===== config.mk =====
export PLATFORM = sky130hd
export DESIGN_NAME = rx_bit_decoder
export DESIGN_NICKNAME = d
export VERILOG_FILES = /design/src/rtl/usb_rx_pkg.sv /design/src/rtl/rx_bit_timer.sv /design/src/rtl/rx_bit_decoder.sv
export SDC_FILE = /design/constraint.sdc
export NUM_CORES = 1
export LEC_CHECK = 0
export BUFFER_PORTS_ARGS = -buffer_cell sky130_fd_sc_hd__buf_2
export CAP_MARGIN = 30
export CELL_PAD_IN_SITES_DETAIL_PLACEMENT = 0
export CELL_PAD_IN_SITES_GLOBAL_PLACEMENT = 2
export CORE_ASPECT_RATIO = 1.75
export CORE_MARGIN = 5
export CORE_UTILIZATION = 32
export DETAILED_ROUTE_END_ITERATION = 8
export PLACE_DENSITY = 0.8
export SLEW_MARGIN = 20
export SYNTH_ARGS = -nofsm -noshare
export SYNTH_HDL_FRONTEND = slang
export SYNTH_HIERARCHICAL = 1
export SYNTH_SLANG_ARGS = --single-unit

===== constraint.sdc =====
create_clock -name clk -period 1.8 [get_ports clk]
set_input_delay 0.18 -clock clk [delete_from_list [all_inputs] [get_ports clk]]
set_output_delay 0.18 -clock clk [all_outputs]
set_load 0.02 [all_outputs]

===== src/rtl/usb_rx_pkg.sv =====
// Shared types and constants for the USB full-speed receive front end.
package usb_rx_pkg;

  localparam int unsigned DEF_CLKS_PER_BIT = 8;
  localparam int unsigned DEF_SAMPLE_POINT = 3;

  // Value a correctly received SYNC pattern (KJKJKJKK) assembles to.
  localparam logic [7:0] USB_SYNC_BYTE = 8'h80;

  typedef enum logic [1:0] {
    IDLE   = 2'd0,
    RECV   = 2'd1,
    SE0_1  = 2'd2,
    WAIT_J = 2'd3
  } rx_state_e;

  // Line state as {D+, D-}.
  typedef enum logic [1:0] {
    LS_SE0 = 2'b00,
    LS_K   = 2'b01,
    LS_J   = 2'b10,
    LS_SE1 = 2'b11
  } line_state_e;

endpackage


===== src/rtl/rx_bit_timer.sv =====
// Bit-period timer: free-running modulo counter, re-aligned on every line
// edge, producing a sample strobe at a fixed phase inside the bit.
module rx_bit_timer
  import usb_rx_pkg::*;
#(
  parameter int unsigned CLKS_PER_BIT = DEF_CLKS_PER_BIT,
  parameter int unsigned SAMPLE_POINT = DEF_SAMPLE_POINT
) (
  input  logic clk,
  input  logic rst,
  input  logic en_i,
  input  logic reload_i,
  output logic strobe_c_o
);

  localparam int unsigned TW = $clog2(CLKS_PER_BIT);
  localparam logic [TW-1:0] LAST = TW'(CLKS_PER_BIT - 1);
  localparam logic [TW-1:0] SAMP = TW'(SAMPLE_POINT);

  logic [TW-1:0] timer_q;
  logic [TW-1:0] timer_d;

  // Next count: reload on edge, otherwise wrap at the end of the bit period.
  always_comb begin
    timer_d = timer_q + TW'(1);
    if (reload_i || (timer_q == LAST)) begin
      timer_d = '0;
    end
  end

  // Counter register.
  always_ff @(posedge clk) begin
    if (rst) begin
      timer_q <= '0;
    end else begin
      timer_q <= timer_d;
    end
  end

  // An edge in the sampling cycle re-aligns the timer instead of sampling.
  assign strobe_c_o = en_i && !reload_i && (timer_q == SAMP);

endmodule


===== src/rtl/rx_bit_decoder.sv =====
// USB full-speed receive bit decoder: edge detect, bit timing, NRZI decode,
// bit unstuffing, LSB-first byte assembly and EOP / stuff-error flagging.
module rx_bit_decoder
  import usb_rx_pkg::*;
#(
  parameter int unsigned CLKS_PER_BIT = DEF_CLKS_PER_BIT,
  parameter int unsigned SAMPLE_POINT = DEF_SAMPLE_POINT
) (
  input  logic       clk,
  input  logic       rst,
  input  logic       d_plus_sync,
  input  logic       d_minus_sync,
  input  logic       enable,
  output logic       d_edge,
  output logic [7:0] Packet_Data,
  output logic       byte_complete,
  output logic       eop,
  output logic       bit_stuff_err
);

  rx_state_e   state_q, state_d;
  logic        dp_dly_q;
  logic        edge_q;
  logic        prev_dp_q, prev_dp_d;
  logic [2:0]  ones_q, ones_d;
  logic [2:0]  bit_cnt_q, bit_cnt_d;
  logic [7:0]  shreg_q, shreg_d;
  logic [7:0]  data_q, data_d;
  logic        bc_q, bc_d;
  logic        eop_q, eop_d;
  logic        err_q, err_d;

  logic        sample_c;
  logic        se0_c;
  logic        dec_bit_c;
  logic        take_bit_c;

  // D+ edge detector; d_edge is also the timer reload.
  always_ff @(posedge clk) begin
    if (rst) begin
      dp_dly_q <= 1'b1;
      edge_q   <= 1'b0;
    end else begin
      dp_dly_q <= d_plus_sync;
      edge_q   <= d_plus_sync ^ dp_dly_q;
    end
  end

  rx_bit_timer #(
    .CLKS_PER_BIT (CLKS_PER_BIT),
    .SAMPLE_POINT (SAMPLE_POINT)
  ) u_timer (
    .clk        (clk),
    .rst        (rst),
    .en_i       (state_q != IDLE),
    .reload_i   (edge_q),
    .strobe_c_o (sample_c)
  );

  assign se0_c     = ({d_plus_sync, d_minus_sync} == LS_SE0);
  assign dec_bit_c = (d_plus_sync == prev_dp_q);

  // Next-state, unstuffing and byte assembly.
  always_comb begin
    state_d    = state_q;
    prev_dp_d  = prev_dp_q;
    ones_d     = ones_q;
    bit_cnt_d  = bit_cnt_q;
    shreg_d    = shreg_q;
    data_d     = data_q;
    bc_d       = 1'b0;
    eop_d      = 1'b0;
    err_d      = 1'b0;
    take_bit_c = 1'b0;

    case (state_q)
      IDLE: begin
        state_d   = RECV;
        prev_dp_d = 1'b1;
        ones_d    = '0;
        bit_cnt_d = '0;
      end
      RECV: begin
        if (sample_c) begin
          if (se0_c) begin
            state_d   = SE0_1;
            ones_d    = '0;
            bit_cnt_d = '0;
          end else begin
            take_bit_c = 1'b1;
          end
        end
      end
      SE0_1: begin
        if (sample_c) begin
          if (se0_c) begin
            eop_d   = 1'b1;
            state_d = WAIT_J;
          end else begin
            take_bit_c = 1'b1;
            state_d    = RECV;
          end
        end
      end
      WAIT_J: begin
        if (sample_c && ({d_plus_sync, d_minus_sync} == LS_J)) begin
          prev_dp_d = 1'b1;
          state_d   = RECV;
        end
      end
      default: state_d = IDLE;
    endcase

    // NRZI bit: a stuff bit is consumed, data bits shift into the byte.
    if (take_bit_c) begin
      prev_dp_d = d_plus_sync;
      if (ones_q == 3'd6) begin
        ones_d = '0;
        if (dec_bit_c) begin
          err_d     = 1'b1;
          bit_cnt_d = '0;
        end
      end else begin
        ones_d  = dec_bit_c ? (ones_q + 3'd1) : 3'd0;
        shreg_d = {dec_bit_c, shreg_q[7:1]};
        if (bit_cnt_q == 3'd7) begin
          data_d    = {dec_bit_c, shreg_q[7:1]};
          bc_d      = 1'b1;
          bit_cnt_d = '0;
        end else begin
          bit_cnt_d = bit_cnt_q + 3'd1;
        end
      end
    end

    // Receive disabled: park in IDLE, suppress pulses, hold the last byte.
    if (!enable) begin
      state_d   = IDLE;
      prev_dp_d = 1'b1;
      ones_d    = '0;
      bit_cnt_d = '0;
      shreg_d   = shreg_q;
      data_d    = data_q;
      bc_d      = 1'b0;
      eop_d     = 1'b0;
      err_d     = 1'b0;
    end
  end

  // State and datapath registers.
  always_ff @(posedge clk) begin
    if (rst) begin
      state_q   <= IDLE;
      prev_dp_q <= 1'b1;
      ones_q    <= '0;
      bit_cnt_q <= '0;
      shreg_q   <= '0;
      data_q    <= '0;
      bc_q      <= 1'b0;
      eop_q     <= 1'b0;
      err_q     <= 1'b0;
    end else begin
      state_q   <= state_d;
      prev_dp_q <= prev_dp_d;
      ones_q    <= ones_d;
      bit_cnt_q <= bit_cnt_d;
      shreg_q   <= shreg_d;
      data_q    <= data_d;
      bc_q      <= bc_d;
      eop_q     <= eop_d;
      err_q     <= err_d;
    end
  end

  assign d_edge        = edge_q;
  assign Packet_Data   = data_q;
  assign byte_complete = bc_q;
  assign eop           = eop_q;
  assign bit_stuff_err = err_q;

endmodule


# Word level (Yosys, flattened, before mapping)

Cells that the tools add are included.

Output and inout port bits: 12
Input bits: 5
Flip-flop bits (word level): 33

Equality and inequality tests: 16
Reduce and logical (&&, ||, !) cells: 21
$add $sub $neg: 3
Bitwise operators: 6
Mux-type cells: 28

Operators by type and width:

| kind                | number |
|---|---|
| $mux 3              | 11 |
| $pmux 3 s2          | 2 |
| $reduce_or 4->1     | 3 |
| $mux 2              | 5 |
| $add 3x1->3 const B | 3 |
| $eq 3x3->1 const B  | 3 |
| $ne 3x3->1 const B  | 3 |
| $mux 1              | 8 |
| $ne 2x2->1 const B  | 4 |
| $pmux 2 s4          | 1 |
| $reduce_and 4->1    | 2 |
| $eq 2x2->1 const B  | 3 |
| $reduce_and 3->1    | 2 |
| $reduce_bool 3->1   | 2 |
| $reduce_or 2->1     | 3 |
| $not 1->1           | 5 |
| $logic_not 2->1     | 2 |
| $eq 3x2->1 const B  | 1 |
| $logic_and 1x1->1   | 3 |
| $eq 2x1->1 const B  | 1 |
| $pmux 1 s2          | 1 |
| $reduce_and 2->1    | 1 |
| $reduce_bool 2->1   | 1 |
| $eq 1x1->1          | 1 |
| other kinds (3)     | 3 |

# Logic depth before layout (Yosys ltp)

Gate-level depths: netlist of the first run.

Depth in word-level cells: 8
Gate-level depth with buffers: 9
Gate-level depth less buffers: 8

# Modules after synthesis

The synthesis of the first run kept the hierarchy.

Modules (own cells, without submodules):

| module         | cells an instance | area an instance (um^2) | instances |
|---|---|---|---|
| rx_bit_decoder | 127               | 1,280.0                 | 1 |
| rx_bit_timer   | 11                | 138.9                   | 1 |

# Worst setup path after synthesis of the first run

OpenSTA, ideal clock, no wires.

Path kind: register -> register
Start point: register state_q[0]
End point: register bit_cnt_q[0]
Slack: -0.035 ns
Setup time: 0.121 ns
Period minus slack after synthesis: 1.835 ns
Stages on the path, launching flop included: 9
Path buffers: 0
Required time: 1.679 ns
Arrival: 1.714 ns
Cell sequence: dfxtp_1 -> inv_1 -> ha_1 -> inv_1 -> and3b_2 -> nand2_1 -> o32a_1 -> and3_4 -> mux2_4

Word-level cells in the longest chain between the ends: 8

RTL lines:

| item                              | line                  | source |
|---|---|---|
| start: declaration                | rx_bit_decoder.sv:21  | `rx_state_e state_q, state_d;` |
| start signal: assignment          | rx_bit_decoder.sv:163 | `state_q <= state_d;` |
| $reduce_bool 2->1 *               | rx_bit_decoder.sv:55  | `.en_i (state_q != IDLE),` |
| $logic_and 1x1->1 * (2 in series) | rx_bit_timer.sv:41    | `assign strobe_c_o = en_i && !reload_i && (timer_q == SAMP);` |
| named net sample_c                | rx_bit_decoder.sv:33  | `logic sample_c;` |
| $mux 3                            | rx_bit_decoder.sv:84  | `if (sample_c) begin` |
| $pmux 3 s2                        | rx_bit_decoder.sv:76  | `case (state_q)` |
| $mux 3                            | rx_bit_decoder.sv:119 | `if (dec_bit_c) begin` |
| $mux 3                            | rx_bit_decoder.sv:117 | `if (ones_q == 3'd6) begin` |
| $mux 3 *                          | rx_bit_decoder.sv:115 | `if (take_bit_c) begin` |
| end signal: assignment            | rx_bit_decoder.sv:166 | `bit_cnt_q <= bit_cnt_d;` |
| end: declaration                  | rx_bit_decoder.sv:26  | `logic [2:0] bit_cnt_q, bit_cnt_d;` |

The timed path passes the listed nets; every way through them passes the cells marked *.
A chain may end at the register's enable or synchronous reset.

# Final worst setup path of the first run

Start point: register u_timer.timer_q[0]
End point: register bit_cnt_q[0]

Word-level cells in the longest chain between the ends: 7

RTL lines:

| item                     | line                  | source |
|---|---|---|
| start: declaration       | rx_bit_timer.sv:20    | `logic [TW-1:0] timer_q;` |
| start signal: assignment | rx_bit_timer.sv:36    | `timer_q <= timer_d;` |
| $eq 3x2->1 *             | rx_bit_timer.sv:41    |  |
| $logic_and 1x1->1 *      | rx_bit_timer.sv:41    |  |
| named net sample_c       | rx_bit_decoder.sv:33  |  |
| $mux 3                   | rx_bit_decoder.sv:84  |  |
| $pmux 3 s2               | rx_bit_decoder.sv:76  |  |
| $mux 3                   | rx_bit_decoder.sv:119 |  |
| $mux 3                   | rx_bit_decoder.sv:117 |  |
| $mux 3 *                 | rx_bit_decoder.sv:115 |  |

Marked as above.

==> results.sh, run 1 <==
export IMPL_fin_tns_setup_ns=-0.0179
export IMPL_leakage_nw=0.893
export IMPL_antenna_diode_instance_count=0
export IMPL_worst_ep_required_time_ns=1.97
export IMPL_crit_path_start_kind="flop"
export IMPL_power_density_mw_per_mm2=858
export IMPL_place_congestion=0.790
export IMPL_synth_edf_count=0
export IMPL_count_of_nets_left_with_antenna_violations_after_detail_routing=0
export IMPL_cellInternalPower_w=0.00126
export IMPL_slew_limit_headroom=0.784
export IMPL_clkLatencyLatePin_ns=0.28
export IMPL_min_period_over_period=1.01
export IMPL_placement_setup_worst_slack_ns=-0.0650
export IMPL_synth_top_area_cell="dfxtp_1"
export IMPL_worstSetupEndpointType="flop"
export IMPL_synth_fp_nets=155
export IMPL_final_max_slew_violation_count=0
export IMPL_async_flop_share=0
export IMPL_netlist_area_leader_share=0.451
export IMPL_critPathMaxStageDelay_ns=0.36
export IMPL_post_route_drc_count=0
export IMPL_hold_path_class="in -> reg"
export IMPL_synthTopCellsByArea="dfxtp_1 (45%), ha_1 (11%), mux2i_1 (11%)"
export IMPL_power_switching_w=0.000322
export IMPL_seqPwrFrac=0.460
export IMPL_timing_fmax_mhz=550
export IMPL_floorplan_die_width_um=60.3
export IMPL_io_pins=17
export IMPL_port_buffers=16
export IMPL_ys_seq_elements=32
export IMPL_grt_max_degree=22
export IMPL_outcome="finished with violations"
export IMPL_worst_path_most_repeated_cell="ha_4"
export IMPL_synth_cells_most_frequent="dfxtp_1 (32), nor2_1 (17), mux2i_1 (15)"
export IMPL_yosysMostFrequentCell="dfxtp_1"
export IMPL_ys_dominant_reg_cell="dfxtp_1"
export IMPL_cap_viol_max_count=0
export IMPL_fp_dieArea_mm2=0.00592
export IMPL_die_extent_in_y_um=98.1
export IMPL_tritoncts_clock_tree="done"
export IMPL_post_route_cells_drive_above_1_share=0.335
export IMPL_firstDrtPassIters=3
export IMPL_max_slew_worst_pin_slew_ns=0.322
export IMPL_number_of_rows_in_the_core_area=32
export IMPL_fin_worst_setup_slack_ns=-0.0179
export IMPL_irDropWorstVdd_v=0.000603
export IMPL_first_global_vias=1115
export IMPL_synth_lib_cells_used_distinct=38
export IMPL_route_detailed_vias_per_inst=4.76
export IMPL_timing_final_setup_violations=1
export IMPL_timing_critical_path_max_delay_family="simple AND/OR/NAND/NOR gates"
export IMPL_violations_in_the_final_reports="negative setup slack"
export IMPL_clockRootBuffer="clkbuf_8"
export IMPL_class_of_the_most_critical_setup_path="reg -> reg"
export IMPL_grt_pass1_wl_um=4830
export IMPL_report_final_hold_viol_count=0
export IMPL_grt_total_usage=0.108
export IMPL_area_growth_syn_to_layout_pct=29.8
export IMPL_placedInstanceArea_mm2=0.00163
export IMPL_path_cells="ha_4 -> ha_4 -> and3b_2 -> nand2_1 -> o32a_1 -> and3_4 -> mux2_4"
export IMPL_grt_overflow=0
export IMPL_synth_yosys_seq_area_share=0.451
export IMPL_critical_path_max_fanout=4
export IMPL_initial_utilization=0.325
export IMPL_critical_path_arrival_ns=1.99
export IMPL_finalNetCount=189
export IMPL_crit_buf_inv=0
export IMPL_grt_antenna_before_repair=0
export IMPL_cts_num_sinks=32
export IMPL_synth_area_per_cell_um2=10.3
export IMPL_final_cells=224
export IMPL_p_sw_frac=0.204
export IMPL_clkSlewWorstSetupHoldPaths_ns=0.07
export IMPL_comb_power_frac=0.067
export IMPL_wire_length_reported_by_the_detailed_router_um=2770
export IMPL_via_count=1067
export IMPL_rsz0062_at_grt="true"
export IMPL_finish_instance_area_mm2=0.00184
export IMPL_number_of_warnings_printed_during_yosys_synthesis=6
export IMPL_timing_final_crit_period_ns=1.82
export IMPL_layout_filler_cells=445
export IMPL_cts_buffers_inserted=5
export IMPL_power_clock_fraction=0.472
export IMPL_mappedNetlistArea_mm2=0.00142
export IMPL_drt_iter0_markers=8
export IMPL_fin_skew_ns=0.00528
export IMPL_post_drt_wl_per_cell_um=12.4
export IMPL_maximum_buffer_depth_of_the_clock_tree=2
export IMPL_crit_slowest_cell="o32a_1"
export IMPL_core_area_mm2=0.00436
export IMPL_place_detailed_instances=212
export IMPL_cts_max_level=2
export IMPL_dpl_hpwl_um=2100
export IMPL_synthesized_instance_count=138
==> routing by layer <==
metal	track usage	part of all wire
met1	0.118	0.40
met2	0.178	0.53
met3	0.0370	0.046
met4	0.0563	0.025
met5	0	0
==> power by group through the flow <==
stage | Combinational, W | Sequential (W) | Clock, W
floorplan | 0.0000534 | 0.000743 | 0
global placement | 0.0000898 | 0.000740 | 0
detailed placement | 0.0000932 | 0.000741 | 0
CTS | 0.0000944 | 0.000725 | 0.000774
global route | 0.000118 | 0.000728 | 0.000808
finish | 0.000106 | 0.000728 | 0.000747
==> final timing paths <==
check / start / end / slack, ns / depth (start not counted)
worst max-delay path: u_timer/timer_q[0] / bit_cnt_q[0] / -0.02 / 7
worst min-delay path: d_plus_sync / prev_dp_q / 0.27 / 3
worst max register to register: u_timer/timer_q[0] / bit_cnt_q[0] / -0.02 / 7
worst min register to register: u_timer/timer_q[0] / u_timer/timer_q[0] / 0.44 / 1
==> tightest hold or removal path: cells and delay by family <==
family,cells,cell delay [ns]
buf+inv,1,0.17
simple gates,2,0.15
==> flip-flops by register name, summed over array words and instances (netlist names) <==
register	cells
bit_stuff_err	1
Packet_Data	8
state_q	2
byte_complete	1
ones_q	3
dp_dly_q	1
bit_cnt_q	3
u_timer/timer_q	3
shreg_q	7
eop	1
d_edge	1
prev_dp_q	1
==> timing repair <==
| item | in CTS | in global routing |
|---|---|---|
| hold endpoints to repair | 0 | 0 |
| gates cloned | 0 | 0 |
| buffers inserted | 0 | 4 |
| gates resized for setup | 3 | 10 |
| endpoints found under the setup margin | 20 | 15 |
| hold buffers | 0 | 0 |
| pin swaps | 2 | 9 |
==> cells in the final DEF (no fill, tap or decap), types with 7 or more instances in the layout <==
cell type,Yosys,layout
dfxtp_1,32,28
clkbuf_8,0,7
buf_4,0,14
nor2_1,17,17
buf_2,1,16
mux2i_1,15,15
ha_1,12,9
nand2_1,7,7
==> final cells by class <==
type | count | area (um^2) | area share
clock buffers | 7 | 96.3 | 0.0523
clock inverters | 1 | 30.0 | 0.0163
inverters | 5 | 18.8 | 0.0102
multi-input cells | 96 | 771 | 0.418
flip-flops and latches | 32 | 646 | 0.351
well taps | 51 | 63.8 | 0.0346
repair buffers | 32 | 216 | 0.118
==> cell families after synthesis <==
logic type	after synthesis	synth area share
fa+ha+maj	12	0.106
simple gates	49	0.190
flops	32	0.451
xor+xnor	2	0.0123
mux	16	0.116
compound gates	17	0.0864
buf+inv	10	0.0379
==> stage by stage <==
stage	hold slack, ns	util	total power [W]
after floorplan	0.252	-	0.000796
after global placement	0.415	0.374	0.000830
after detailed placement	0.434	0.374	0.000834
after CTS	0.257	0.406	0.00159
after global routing	0.288	0.422	0.00165
final	0.269	0.422	0.00158
(Power assumes the default switching activity.)
==> run 2: changes to the inputs <==
--- a/config.mk
+++ b/config.mk
@@ -11,11 +11,10 @@
 export CELL_PAD_IN_SITES_GLOBAL_PLACEMENT = 2
 export CORE_ASPECT_RATIO = 1.75
 export CORE_MARGIN = 5
-export CORE_UTILIZATION = 32
+export CORE_UTILIZATION = 35
 export DETAILED_ROUTE_END_ITERATION = 8
-export PLACE_DENSITY = 0.8
+export PLACE_DENSITY = 0.84
 export SLEW_MARGIN = 20
 export SYNTH_ARGS = -nofsm -noshare
 export SYNTH_HDL_FRONTEND = slang
-export SYNTH_HIERARCHICAL = 1
 export SYNTH_SLANG_ARGS = --single-unit
==> constraint.sdc (replaced) <==
create_clock -name clk -period 1.93 [get_ports clk]
set_input_delay 0.193 -clock clk [delete_from_list [all_inputs] [get_ports clk]]
set_output_delay 0.193 -clock clk [all_outputs]
set_load 0.02 [all_outputs]
==> results.sh, run 2 <==
export IMPL_outcome="finished with violations"
export IMPL_violations_in_the_final_reports="negative setup slack"
export IMPL_critical_path_arrival_ns=2.36
export IMPL_netlist_area_leader_share=0.454
export IMPL_dpl_hpwl_um=2330
export IMPL_worstRegToRegCells=6
export IMPL_mappedNetlistArea_mm2=0.00141
export IMPL_initial_utilization=0.361
export IMPL_grt_antenna_before_repair=0
export IMPL_worst_ep_required_time_ns=2.14
export IMPL_synth_area_in_adders=0.0976
export IMPL_timing_final_setup_violations=19
export IMPL_floorplan_die_width_um=58.0
export IMPL_post_synth_mux_area_share=0.106
export IMPL_core_area_mm2=0.00390
export IMPL_fp_dieArea_mm2=0.00545
export IMPL_cts_buffers_inserted=5
export IMPL_via_count=1119
export IMPL_drt_iter0_markers=19
export IMPL_first_global_vias=1166
export IMPL_rsz0062_at_grt="true"
export IMPL_number_of_rows_in_the_core_area=30
export IMPL_clockRootBuffer="clkbuf_8"
export IMPL_firstDrtPassIters=4
export IMPL_grt_overflow=0
export IMPL_synth_top_area_cell="dfxtp_1"
export IMPL_area_growth_syn_to_layout_pct=33.7
export IMPL_tritoncts_clock_tree="done"
export IMPL_xor_xnor_share_of_the_synthesized_area=0.0124
export IMPL_critical_path_max_fanout=3
export IMPL_final_max_slew_violation_count=0
export IMPL_fin_skew_ns=0.00419
export IMPL_crit_path_start_kind="flop"
export IMPL_whs_path_depth=2
export IMPL_layout_filler_cells=379
export IMPL_finish_instance_area_mm2=0.00189
export IMPL_synthSimpleGateAreaFrac=0.194
export IMPL_timing_fmax_mhz=465
export IMPL_antenna_diode_instance_count=0
export IMPL_cap_viol_max_count=0
export IMPL_final_common_cell="dfxtp_1"
export IMPL_synth_area_per_cell_um2=9.93
export IMPL_compound_gate_fraction_of_synth_area=0.0905
export IMPL_finalCoreUtilization=0.483
export IMPL_grt_total_usage=0.128
export IMPL_grt_pass1_wl_um=5170
export IMPL_leakage_nw=0.800
export IMPL_max_slew_worst_pin_slew_ns=0.470
export IMPL_synth_edf_count=0
export IMPL_post_route_drc_count=0
export IMPL_class_of_the_most_critical_setup_path="reg -> reg"
export IMPL_mostFrequentLayoutCells="dfxtp_1 (28), nor2_1 (19), buf_4 (16), buf_2 (16), mux2i_1 (15)"
export IMPL_cts_max_level=2
export IMPL_worstSetupEndpointType="flop"
export IMPL_die_extent_in_y_um=94.0
export IMPL_number_of_warnings_printed_during_yosys_synthesis=0
export IMPL_slew_limit_headroom=0.686
export IMPL_synthTopCellsByArea="dfxtp_1 (45%), mux2i_1 (11%), ha_1 (9.8%)"
export IMPL_fin_worst_setup_slack_ns=-0.221
export IMPL_finalNetCount=196
export IMPL_place_congestion=0.762
export IMPL_synthesized_instance_count=142
export IMPL_irDropWorstVdd_v=0.000593
export IMPL_synth_cells_most_frequent="dfxtp_1 (32), nor2_1 (19), mux2i_1 (15)"
export IMPL_ys_seq_elements=32
export IMPL_timing_final_crit_period_ns=2.15
export IMPL_synth_fp_nets=158
export IMPL_wire_length_reported_by_the_detailed_router_um=3160
export IMPL_grt_max_degree=25
export IMPL_count_of_nets_left_with_antenna_violations_after_detail_routing=0
export IMPL_clkLatencyLatePin_ns=0.28
export IMPL_clkSlewWorstSetupHoldPaths_ns=0.07
export IMPL_post_drt_wl_per_cell_um=13.8
export IMPL_yosysMostFrequentCell="dfxtp_1"
export IMPL_report_final_hold_viol_count=0
export IMPL_route_detailed_vias_per_inst=4.89
export IMPL_largest_register_ffs=8
export IMPL_io_pins=17
export IMPL_port_buffers=16
export IMPL_synth_lib_cells_used_distinct=35
export IMPL_maximum_buffer_depth_of_the_clock_tree=2
export IMPL_min_period_over_period=1.11
export IMPL_cts_num_sinks=32
export IMPL_power_density_mw_per_mm2=687
export IMPL_post_route_cells_drive_above_1_share=0.359
export IMPL_ys_dominant_reg_cell="dfxtp_1"
export IMPL_async_flop_share=0
export IMPL_hold_path_class="in -> reg"
export IMPL_largest_family_of_logic_cells_by_synthesized_area="simple AND/OR/NAND/NOR gates"
export IMPL_synth_yosys_seq_area_share=0.454
export IMPL_placedInstanceArea_mm2=0.00167
## run 2: where the power goes
part	switching (W)	internal (W)	total (W)
registers	0.00000624	0.000671	0.000677
clock network	0.000236	0.000289	0.000525
logic	0.0000530	0.0000407	0.0000937
total	0.000295	0.00100	0.00130
## run 2: timing repair
item / 4_1_cts / 5_1_grt
cloned: 1 / 0
pin swaps: 6 / 7
hold buffers: 0 / 0
endpoints found under the setup margin: 19 / 25
resized for setup: 8 / 12
setup buffers: 4 / 2
## run 2: logic make-up after synthesis
logic type / after synthesis
DFF: 32
muxes: 15
buffers and inverters: 14
and+or+nand+nor: 50
adders and majority gates: 11
AOI/OAI and AO/OA: 18
xor gates and xnor gates: 2
## run 2: stage by stage
stage          hold WS [ns]  setup WS [ns]  power, W  setup TNS [ns]  instances
5_1_grt               0.259         -0.266   0.00137           -4.05        229
6_report              0.254         -0.221   0.00130           -2.69        229
3_3_place_gp          0.414         -0.168  0.000775           -1.63        215
4_1_cts               0.248         -0.230   0.00131           -3.15        228
2_1_floorplan         0.265         -0.343  0.000742           -1.61        142
3_5_place_dp          0.430         -0.234  0.000778           -2.12        215
## run 2: final timing paths
kind | start | end | slack, ns
worst min-delay path | d_plus_sync | dp_dly_q | 0.25
worst min register to register | u_timer.timer_q[0] | u_timer.timer_q[0] | 0.45
worst max register to register | u_timer.timer_q[0] | ones_q[0] | -0.22
worst max-delay path | u_timer.timer_q[0] | ones_q[0] | -0.22
## run 2: cell type report
type	count	area [um^2]	area share
clock inverter	1	7.51	0.00398
sequential	32	646	0.342
timing repair buffer	37	256	0.136
tap	48	60.1	0.0319
multi-input combinational	96	800	0.424
inverter	8	30.0	0.0159
clock buffer	7	86.3	0.0458
## run 2: critical path, cell delays in order, from the launching register on
cell and delay [ns]:
dfxtp_2 0.36, ha_4 0.15, ha_4 0.11, or3b_4 0.37, or4b_4 0.54, or3_4 0.41, mux2i_1 0.15
## run 2: metal layers
layer / vias to the layer above / GRT usage / routed length [um]
met5: - / 0 / 0
met2: 18 / 0.244 / 1860
met3: 6 / 0.0413 / 114
met1: 526 / 0.116 / 1110
met4: 0 / 0.0580 / 64
li1: 569 / - / -
==> run 3: changes to the inputs <==
--- a/config.mk
+++ b/config.mk
@@ -13,7 +13,9 @@
 export CORE_MARGIN = 5
 export CORE_UTILIZATION = 35
 export DETAILED_ROUTE_END_ITERATION = 8
+export HOLD_SLACK_MARGIN = 0.03
 export PLACE_DENSITY = 0.84
+export RECOVER_POWER = 25
 export SLEW_MARGIN = 20
 export SYNTH_ARGS = -nofsm -noshare
 export SYNTH_HDL_FRONTEND = slang
==> results.sh, run 3 (synthesis gave the netlist of run 2 again) <==
export IMPL_via_count=1119
export IMPL_final_max_slew_violation_count=0
export IMPL_mostFrequentLayoutCells="dfxtp_1 (28), nor2_1 (19), buf_4 (16)"
export IMPL_count_of_nets_left_with_antenna_violations_after_detail_routing=0
export IMPL_post_drt_wl_per_cell_um=13.8
export IMPL_route_detailed_vias_per_inst=4.89
export IMPL_io_pins=17
export IMPL_antenna_diode_instance_count=0
export IMPL_placedInstanceArea_mm2=0.00167
export IMPL_clkLatencyLatePin_ns=0.28
export IMPL_r2r_end="ones_q[0]"
export IMPL_fin_skew_ns=0.00418
export IMPL_first_global_vias=1166
export IMPL_timing_fmax_mhz=465
export IMPL_grt_antenna_before_repair=0
export IMPL_grt_max_degree=25
export IMPL_tritoncts_clock_tree="done"
export IMPL_slew_limit_headroom=0.686
export IMPL_critical_path_max_fanout=3
export IMPL_post_route_drc_count=0
export IMPL_fp_dieArea_mm2=0.00545
export IMPL_outcome="finished with violations"
export IMPL_cts_max_level=2
export IMPL_total_power_w=0.00130
export IMPL_leakage_nw=0.787
export IMPL_grt_pass1_wl_um=5170
export IMPL_worst_hold_path_endpoint="dp_dly_q"
export IMPL_place_congestion=0.762
export IMPL_clkSlewWorstSetupHoldPaths_ns=0.07
export IMPL_wire_length_reported_by_the_detailed_router_um=3160
export IMPL_crit_path_start_kind="flop"
export IMPL_timing_final_setup_violations=19
export IMPL_port_buffers=16
export IMPL_whs_path_depth=2
export IMPL_largest_register_ffs=8
export IMPL_rsz0062_at_grt="true"
export IMPL_drt_iter0_markers=19
export IMPL_timing_final_crit_period_ns=2.15
export IMPL_die_extent_in_y_um=94.0
export IMPL_report_final_hold_viol_count=0
export IMPL_worstReg2RegStart="u_timer.timer_q[0]"
export IMPL_grt_total_usage=0.128
export IMPL_worstSetupEndpointType="flop"
export IMPL_hold_path_class="in -> reg"
export IMPL_cap_viol_max_count=0
export IMPL_critical_path_arrival_ns=2.36
export IMPL_finish_instance_area_mm2=0.00188
export IMPL_violations_in_the_final_reports="negative setup slack"
export IMPL_max_slew_worst_pin_slew_ns=0.470
export IMPL_number_of_rows_in_the_core_area=30
export IMPL_hold_path_origin="d_plus_sync"
export IMPL_timing_reg2reg_setup_slack_ns=-0.22
export IMPL_min_period_over_period=1.11
export IMPL_power_density_mw_per_mm2=689
export IMPL_firstDrtPassIters=4
export IMPL_cts_buffers_inserted=5
export IMPL_hold_slack_ns=0.254
export IMPL_cts_num_sinks=32
export IMPL_worstRegToRegCells=6
export IMPL_finalNetCount=196
export IMPL_dpl_hpwl_um=2330
export IMPL_finalCoreUtilization=0.482
export IMPL_fin_worst_setup_slack_ns=-0.221
export IMPL_floorplan_die_width_um=58.0
export IMPL_post_route_cells_drive_above_1_share=0.343
export IMPL_class_of_the_most_critical_setup_path="reg -> reg"
export IMPL_grt_overflow=0
export IMPL_core_area_mm2=0.00390
export IMPL_final_common_cell="dfxtp_1"
export IMPL_maximum_buffer_depth_of_the_clock_tree=2
export IMPL_area_growth_syn_to_layout_pct=33.5
export IMPL_irDropWorstVdd_v=0.000593
export IMPL_clockRootBuffer="clkbuf_8"
export IMPL_worst_ep_required_time_ns=2.14
export IMPL_initial_utilization=0.361
export IMPL_layout_filler_cells=382
==> run 3: critical path, stage by stage (launching register included) <==
cell,delay [ns]
dfxtp_2,0.36
ha_4,0.15
ha_4,0.11
or3b_4,0.37
or4b_4,0.54
or3_4,0.41
mux2i_1,0.15
==> run 3: area by class of cell <==
class,instances,area [um^2],share of cell area
multi-input combinational,96,800,0.425
sequential,32,646,0.343
inverter,8,30.0,0.0160
timing repair buffer,37,253,0.134
clock inverter,1,7.51,0.00399
clock buffer,7,86.3,0.0459
tap,48,60.1,0.0319
==> run 3: how the worst max path moves through the flow <==
stage	start	end	slack (ns)	cells after the start
floorplan	u_timer.timer_q[1]	ones_q[0]	-0.34	8
global placement	u_timer.timer_q[0]	ones_q[0]	-0.17	6
detailed placement	u_timer.timer_q[0]	ones_q[0]	-0.23	6
CTS	u_timer.timer_q[0]	shreg_q[4]	-0.23	8
global route	u_timer.timer_q[0]	ones_q[0]	-0.27	6
finish	u_timer.timer_q[0]	ones_q[0]	-0.22	6
==> run 3: report_power, final <==
part           internal, W  switching (W)
Sequential        0.000671     0.00000624
Clock             0.000289       0.000236
Combinational    0.0000407      0.0000530
==> run 3: what timing repair did <==
item	CTS	global route
setup endpoints to repair	19	25
hold buffers	0	0
gates cloned	1	0
resized for setup	8	12
buffers inserted	4	2
pin swaps	6	7
==> run 3: through the flow <==
stage / cells / setup TNS, ns / setup slack, ns
after floorplan: 142 / -1.61 / -0.343
after global placement: 215 / -1.63 / -0.168
after detailed placement: 215 / -2.12 / -0.234
after CTS: 228 / -3.15 / -0.230
after global routing: 229 / -4.05 / -0.266
final: 229 / -2.69 / -0.221
==> run 3: layer usage <==
metal | wire length [um] | vias up | GRT usage | share of wire
li1 | - | 569 | - | -
met1 | 1120 | 526 | 0.116 | 0.35
met2 | 1860 | 18 | 0.244 | 0.59
met3 | 115 | 6 | 0.0413 | 0.036
met4 | 64 | 0 | 0.0580 | 0.020
met5 | 0 | - | 0 | 0
